[src/rtl/nn_pkg.sv]
// Shared widths, FSM state encoding and vector typedefs for the hidden-layer
// sequencer and the neuron datapath it feeds.
package nn_pkg;

    localparam int DATA_W     = 10;
    localparam int NUM_INPUTS = 10;

    typedef enum logic [2:0] {
        IDLE  = 3'd0,
        FETCH = 3'd1,
        LOAD  = 3'd2,
        EVAL  = 3'd3,
        EMIT  = 3'd4,
        DONE  = 3'd5
    } hl_state_t;

    typedef logic        [DATA_W-1:0] word_t;
    typedef logic signed [DATA_W-1:0] sword_t;

    typedef word_t  [NUM_INPUTS-1:0] vec_t;
    typedef sword_t [NUM_INPUTS-1:0] svec_t;

endpackage

[src/rtl/hidden_layer_sequencer.sv]
// Time-multiplexes one shared neuron datapath over NUM_NEURONS hidden units:
// fetch weight row, load neuron operands, capture activation, stream result.
module hidden_layer_sequencer
    import nn_pkg::*;
#(
    parameter int NUM_NEURONS = 8,
    parameter int IDX_W       = (NUM_NEURONS > 1) ? $clog2(NUM_NEURONS) : 1
) (
    input  logic             clk,
    input  logic             rst_n,
    input  logic             start,
    input  vec_t             in_vec,
    input  logic             abort,
    output logic             busy,
    output logic             w_rd_en,
    output logic [IDX_W-1:0] w_addr,
    input  svec_t            w_rdata,
    output vec_t             nrn_in,
    output svec_t            nrn_weight,
    input  word_t            nrn_out,
    output logic             out_valid,
    input  logic             out_ready,
    output logic [IDX_W-1:0] out_idx,
    output word_t            out_data,
    output logic             done
);

    hl_state_t        state;
    vec_t             in_q;
    logic [IDX_W-1:0] idx;
    logic             last;

    assign last = (idx == IDX_W'(NUM_NEURONS - 1));

    // Control outputs decode straight from the state register so an
    // asynchronous reset or abort clears them without a cycle of lag.
    assign busy      = (state != IDLE);
    assign w_rd_en   = (state == FETCH);
    assign w_addr    = idx;
    assign out_valid = (state == EMIT);
    assign done      = (state == DONE);

    always_ff @(posedge clk or negedge rst_n) begin
        if (!rst_n) begin
            state      <= IDLE;
            in_q       <= '0;
            idx        <= '0;
            nrn_in     <= '0;
            nrn_weight <= '0;
            out_idx    <= '0;
            out_data   <= '0;
        end else if (abort) begin
            // Data registers deliberately keep their contents on abort.
            state <= IDLE;
        end else begin
            case (state)
                IDLE: begin
                    if (start) begin
                        in_q  <= in_vec;
                        idx   <= '0;
                        state <= FETCH;
                    end
                end
                FETCH: state <= LOAD;
                LOAD: begin
                    // Weight memory returns the row one cycle after the strobe.
                    nrn_weight <= w_rdata;
                    nrn_in     <= in_q;
                    state      <= EVAL;
                end
                EVAL: begin
                    out_data <= nrn_out;
                    out_idx  <= idx;
                    state    <= EMIT;
                end
                EMIT: begin
                    if (out_ready) begin
                        if (last) begin
                            state <= DONE;
                        end else begin
                            idx   <= idx + 1'b1;
                            state <= FETCH;
                        end
                    end
                end
                DONE:    state <= IDLE;
                default: state <= IDLE;
            endcase
        end
    end

endmodule

[config.mk]
export PLATFORM = sky130hd
export DESIGN_NAME = hidden_layer_sequencer
export DESIGN_NICKNAME = d
export VERILOG_FILES = /design/src/rtl/nn_pkg.sv /design/src/rtl/hidden_layer_sequencer.sv
export SDC_FILE = /design/constraint.sdc
export NUM_CORES = 1
export LEC_CHECK = 0
export CORE_MARGIN = 10
export CORE_UTILIZATION = 40
export DETAILED_ROUTE_END_ITERATION = 7
export PLACE_DENSITY = 0.73
export SETUP_SLACK_MARGIN = 0.3
export SYNTH_ARGS = -nofsm -noshare
export SYNTH_HDL_FRONTEND = slang
export SYNTH_SLANG_ARGS = --single-unit
[constraint.sdc]
create_clock -name clk -period 1.7 [get_ports clk]
set_input_delay 0.34 -clock clk [delete_from_list [all_inputs] [get_ports clk]]
set_output_delay 0.34 -clock clk [all_outputs]
set_load 0.01 [all_outputs]
==> implementation parameters <==
Parameter                              Value

Placement
  Global placer's final weighted congestion    around 0.77
  Placed cell area    17100 um2
  Half-perimeter wire length after placement    around 26000 um
  Input/output buffers    between 400 and 500
  Number of placed instances with taps included    approximately 1.5k

Setup path
  Capture point of the worst path    busy
  Worst setup EP type    primary output
  Path type of the worst setup path    reg2out
  Number of buffers and inverters on the critical path    1
  Worst Path Required    1360 ps
  FF-to-FF path depth    6
  Startpoint Class    flip-flop
  Crit-path cells    or3_4, buf_6
  Largest fanout on the critical path    8
  Logic depth of the worst setup path including buffers    2
  Crit path from    state[0]
  Register-to-register setup slack    -110 ps
  Reg-to-reg critical path startpoint    state[2]
  Critical path's largest stage delay    between 400 and 500 ps
  Worst Path Arrival    between 1000 and 1500 ps
  FF-to-FF End    nrn_weight[61]
  Dominant delay contributor by cell family on the critical path    flip-flops
  Crit-path slowest cell    dfrtp_2

Logic synthesis
  Portion of the post-synthesis area used by sequential elements    66.3%
  Mean cell area of the mapped netlist    between 15 and 20 um2
  Synthesized instance count    about 700
  Area leader, netlist    dfrtp_1
  Number of nets produced by synthesis    a little over 900
  Synth Register Bits    between 300 and 400
  Synthesis Warnings    0
  Synth top area cells    dfrtp_1 (66%), mux2_2 (29%), buf_6 (2.0%), buf_2 (0.58%), ha_1 (0.21%)
  Cell variety after synth    20
  Dominant cell by count in the synthesized netlist    dfrtp_1
  Netlist area before placement    12000 um2
  Number of enable-type register cells in the synthesized netlist    0
  Dominant synthesized flop cell    dfrtp_1
  Share of the synthesized area in the top cell type    66.3%
  Most common library cells after synthesis    dfrtp_1 (319), mux2_2 (315), buf_6 (21), buf_2 (14), nor2_1 (5)
  Async set-reset flop share out of synthesis    100%

STA
  Rel. slew slack    76.8%
  Upper clock frequency limit    approximately 550 MHz
  Total negative slack    -12090 ps
  Final number of setup-violating endpoints    ~190
  Clock skew after layout    about 13 ps
  Final min period    between 1500 and 2000 ps
  Final WS setup    -121 ps
  Max Transition Viols Final    0
  Fraction of the cycle the final worst path needs    107%
  Final Hold Viols    0
  Transition time at the pin with the least slew margin    347 ps
  Setup repair after global routing missed its margin    yes

Outcome
  Run status    complete, but fails checks
  Violated checks    setup timing

Clock network
  Clock-pin slew of the registers on the worst-case setup and hold paths    60 ps
  Maximum buffer depth of the clock tree    3
  Clock latency on the worst-skew pair    500 ps
  Root buffer cell    clkbuf_16
  Clock buffers created by TritonCTS    35
  Count of H-tree levels built during CTS    2
  Number of sinks driven by the clock tree    around 320
  TritonCTS clock tree    done

Die
  Die Ht    about 190 um
  I/O pin total    roughly 440
  Horizontal die dimension    a little under 200 um
  Initial Util    around two fifths
  Num rows    63
  Area of the core    between 20000 and 30000 um2
  Overall die area    between 30000 and 40000 um2

Detailed routing
  Average wire length per cell after detail routing    approximately 22 um
  Vias after detailed routing    slightly below 8k
  Detailed Routing Iterations Pass 1    4
  DRC violations left    0
  Via-per-instance ratio    4.78
  Iter 0 DRT Violations    about 240
  Remaining number of nets flagged by the antenna check after routing    0
  Total routed wirelength    35800 um

Pwr
  Post-layout power    between 30 and 40 mW
  PwrDens    roughly 1700 nW/um2
  IR drop worst, VDD    roughly 0.0010 V
  Leakage    roughly 8.4 nW

Global route
  Aggregate global routing overflow    0
  Largest net degree at the start of global routing    65
  Vias in the first global route    8447
  Overall track demand over capacity in global routing    between 10% and 20%
  First-pass GRT wire length    52200 um
  Antenna violations before repair    1

Cells and area
  Area growth from synthesis to layout    50.7%
  Post-layout utilization of the core    between 60% and 70%
  Final-stage net count    roughly 1.4k
  Ratio of cells with drive above 1 in the final layout    between 50% and 60%
  Cell area after layout    18100 um2
  Fillers    between 2k and 2.5k
  Number of standard cells in the layout, taps in and fillers out    around 1.6k

Job
  Count of maximum capacitance violations    0

Hold path
  Path class of the lowest-slack min-delay path    in2async
## worst min path at each step
stage                     start       end  slack (ps)  cells after the start
after floorplan           rst_n   in_q[0]          40                      0
after global placement    rst_n  in_q[78]         210                      1
after detailed placement  rst_n  in_q[78]         210                      1
after CTS                 rst_n  in_q[78]         270                      2
after global routing      rst_n  in_q[78]         280                      2
final                     rst_n  in_q[78]         280                      2
## placed cells by master (no fill, tap or decap), types with 3 or more instances in the layout
cell / count
mux2_4: 69
clkbuf_2: 86
dfrtp_2: 4
buf_12: 16
clkbuf_8: 7
mux2_2: 246
buf_4: 50
dfrtp_1: 315
clkdlybuf4s50_1: 213
clkinv_2: 6
buf_6: 38
buf_8: 3
bufinv_16: 3
buf_2: 105
clkbuf_1: 6
clkbuf_16: 42
nor2_1: 3
## flip-flops by register name, indices dropped and copies added (netlist names)
signal	cells
w_addr	3
in_q	100
out_idx	3
nrn_weight	100
state	3
out_data	10
nrn_in	100
## report_power, final
part	total, mW	internal [mW]	switching (mW)
Sequential	13.0	11.1	1.87
Clock	7.64	4.72	2.92
Combinational	10.9	6.26	4.60
Total	31.5	22.1	9.39
## what timing repair did
item                                    CTS  global route
hold endpoints to repair                 30             0
endpoints found under the setup margin  538           507
resized for setup                       569           284
pin swaps                                 0             5
hold buffers                              1             0
cloned                                    0             9
setup buffers                            18            14
## layout make-up
type | count | area (um2) | share of cell area [%]
Antenna cell | 1 | 2.50 | 0.0138
Clock buffer | 50 | 1040 | 5.76
Tap cell | 390 | 488 | 2.69
Timing Repair Buffer | 518 | 4400 | 24.3
Multi-Input combinational cell | 343 | 4090 | 22.6
Sequential cell | 319 | 7990 | 44.0
Clock inverter | 10 | 129 | 0.710
## per-stage QoR
| step | hold slack, ps | setup WS, ps |
|---|---|---|
| floorplan | 44.4 | 176 |
| global placement | 211 | -401 |
| detailed placement | 212 | -428 |
| CTS | 267 | -130 |
| global route | 281 | -169 |
| finish | 279 | -121 |
## routing by layer
metal / share of wire, % / GRT usage [%] / vias up
met4: 1.8 / 4.03 / 0
met2: 51 / 31.3 / 283
met1: 39 / 19.5 / 3959
li1: - / - / 3507
met3: 7.4 / 6.31 / 46
met5: 0 / 0 / -
## logic make-up (layout without fill, tap and decap cells)
kind of cell    after synthesis  in the layout  share of synthesized area, %
other cells                   0              1                             0
simple gates                 21             22                          1.06
fa+ha+maj                     2              2                         0.208
flops                       319            319                          66.3
buf+inv                      37            578                          2.67
mux                         315            315                          29.5
compound gates                3              3                         0.218
xor+xnor                      1              1                        0.0728
No activity file was read; power rests on OpenSTA's default activity.
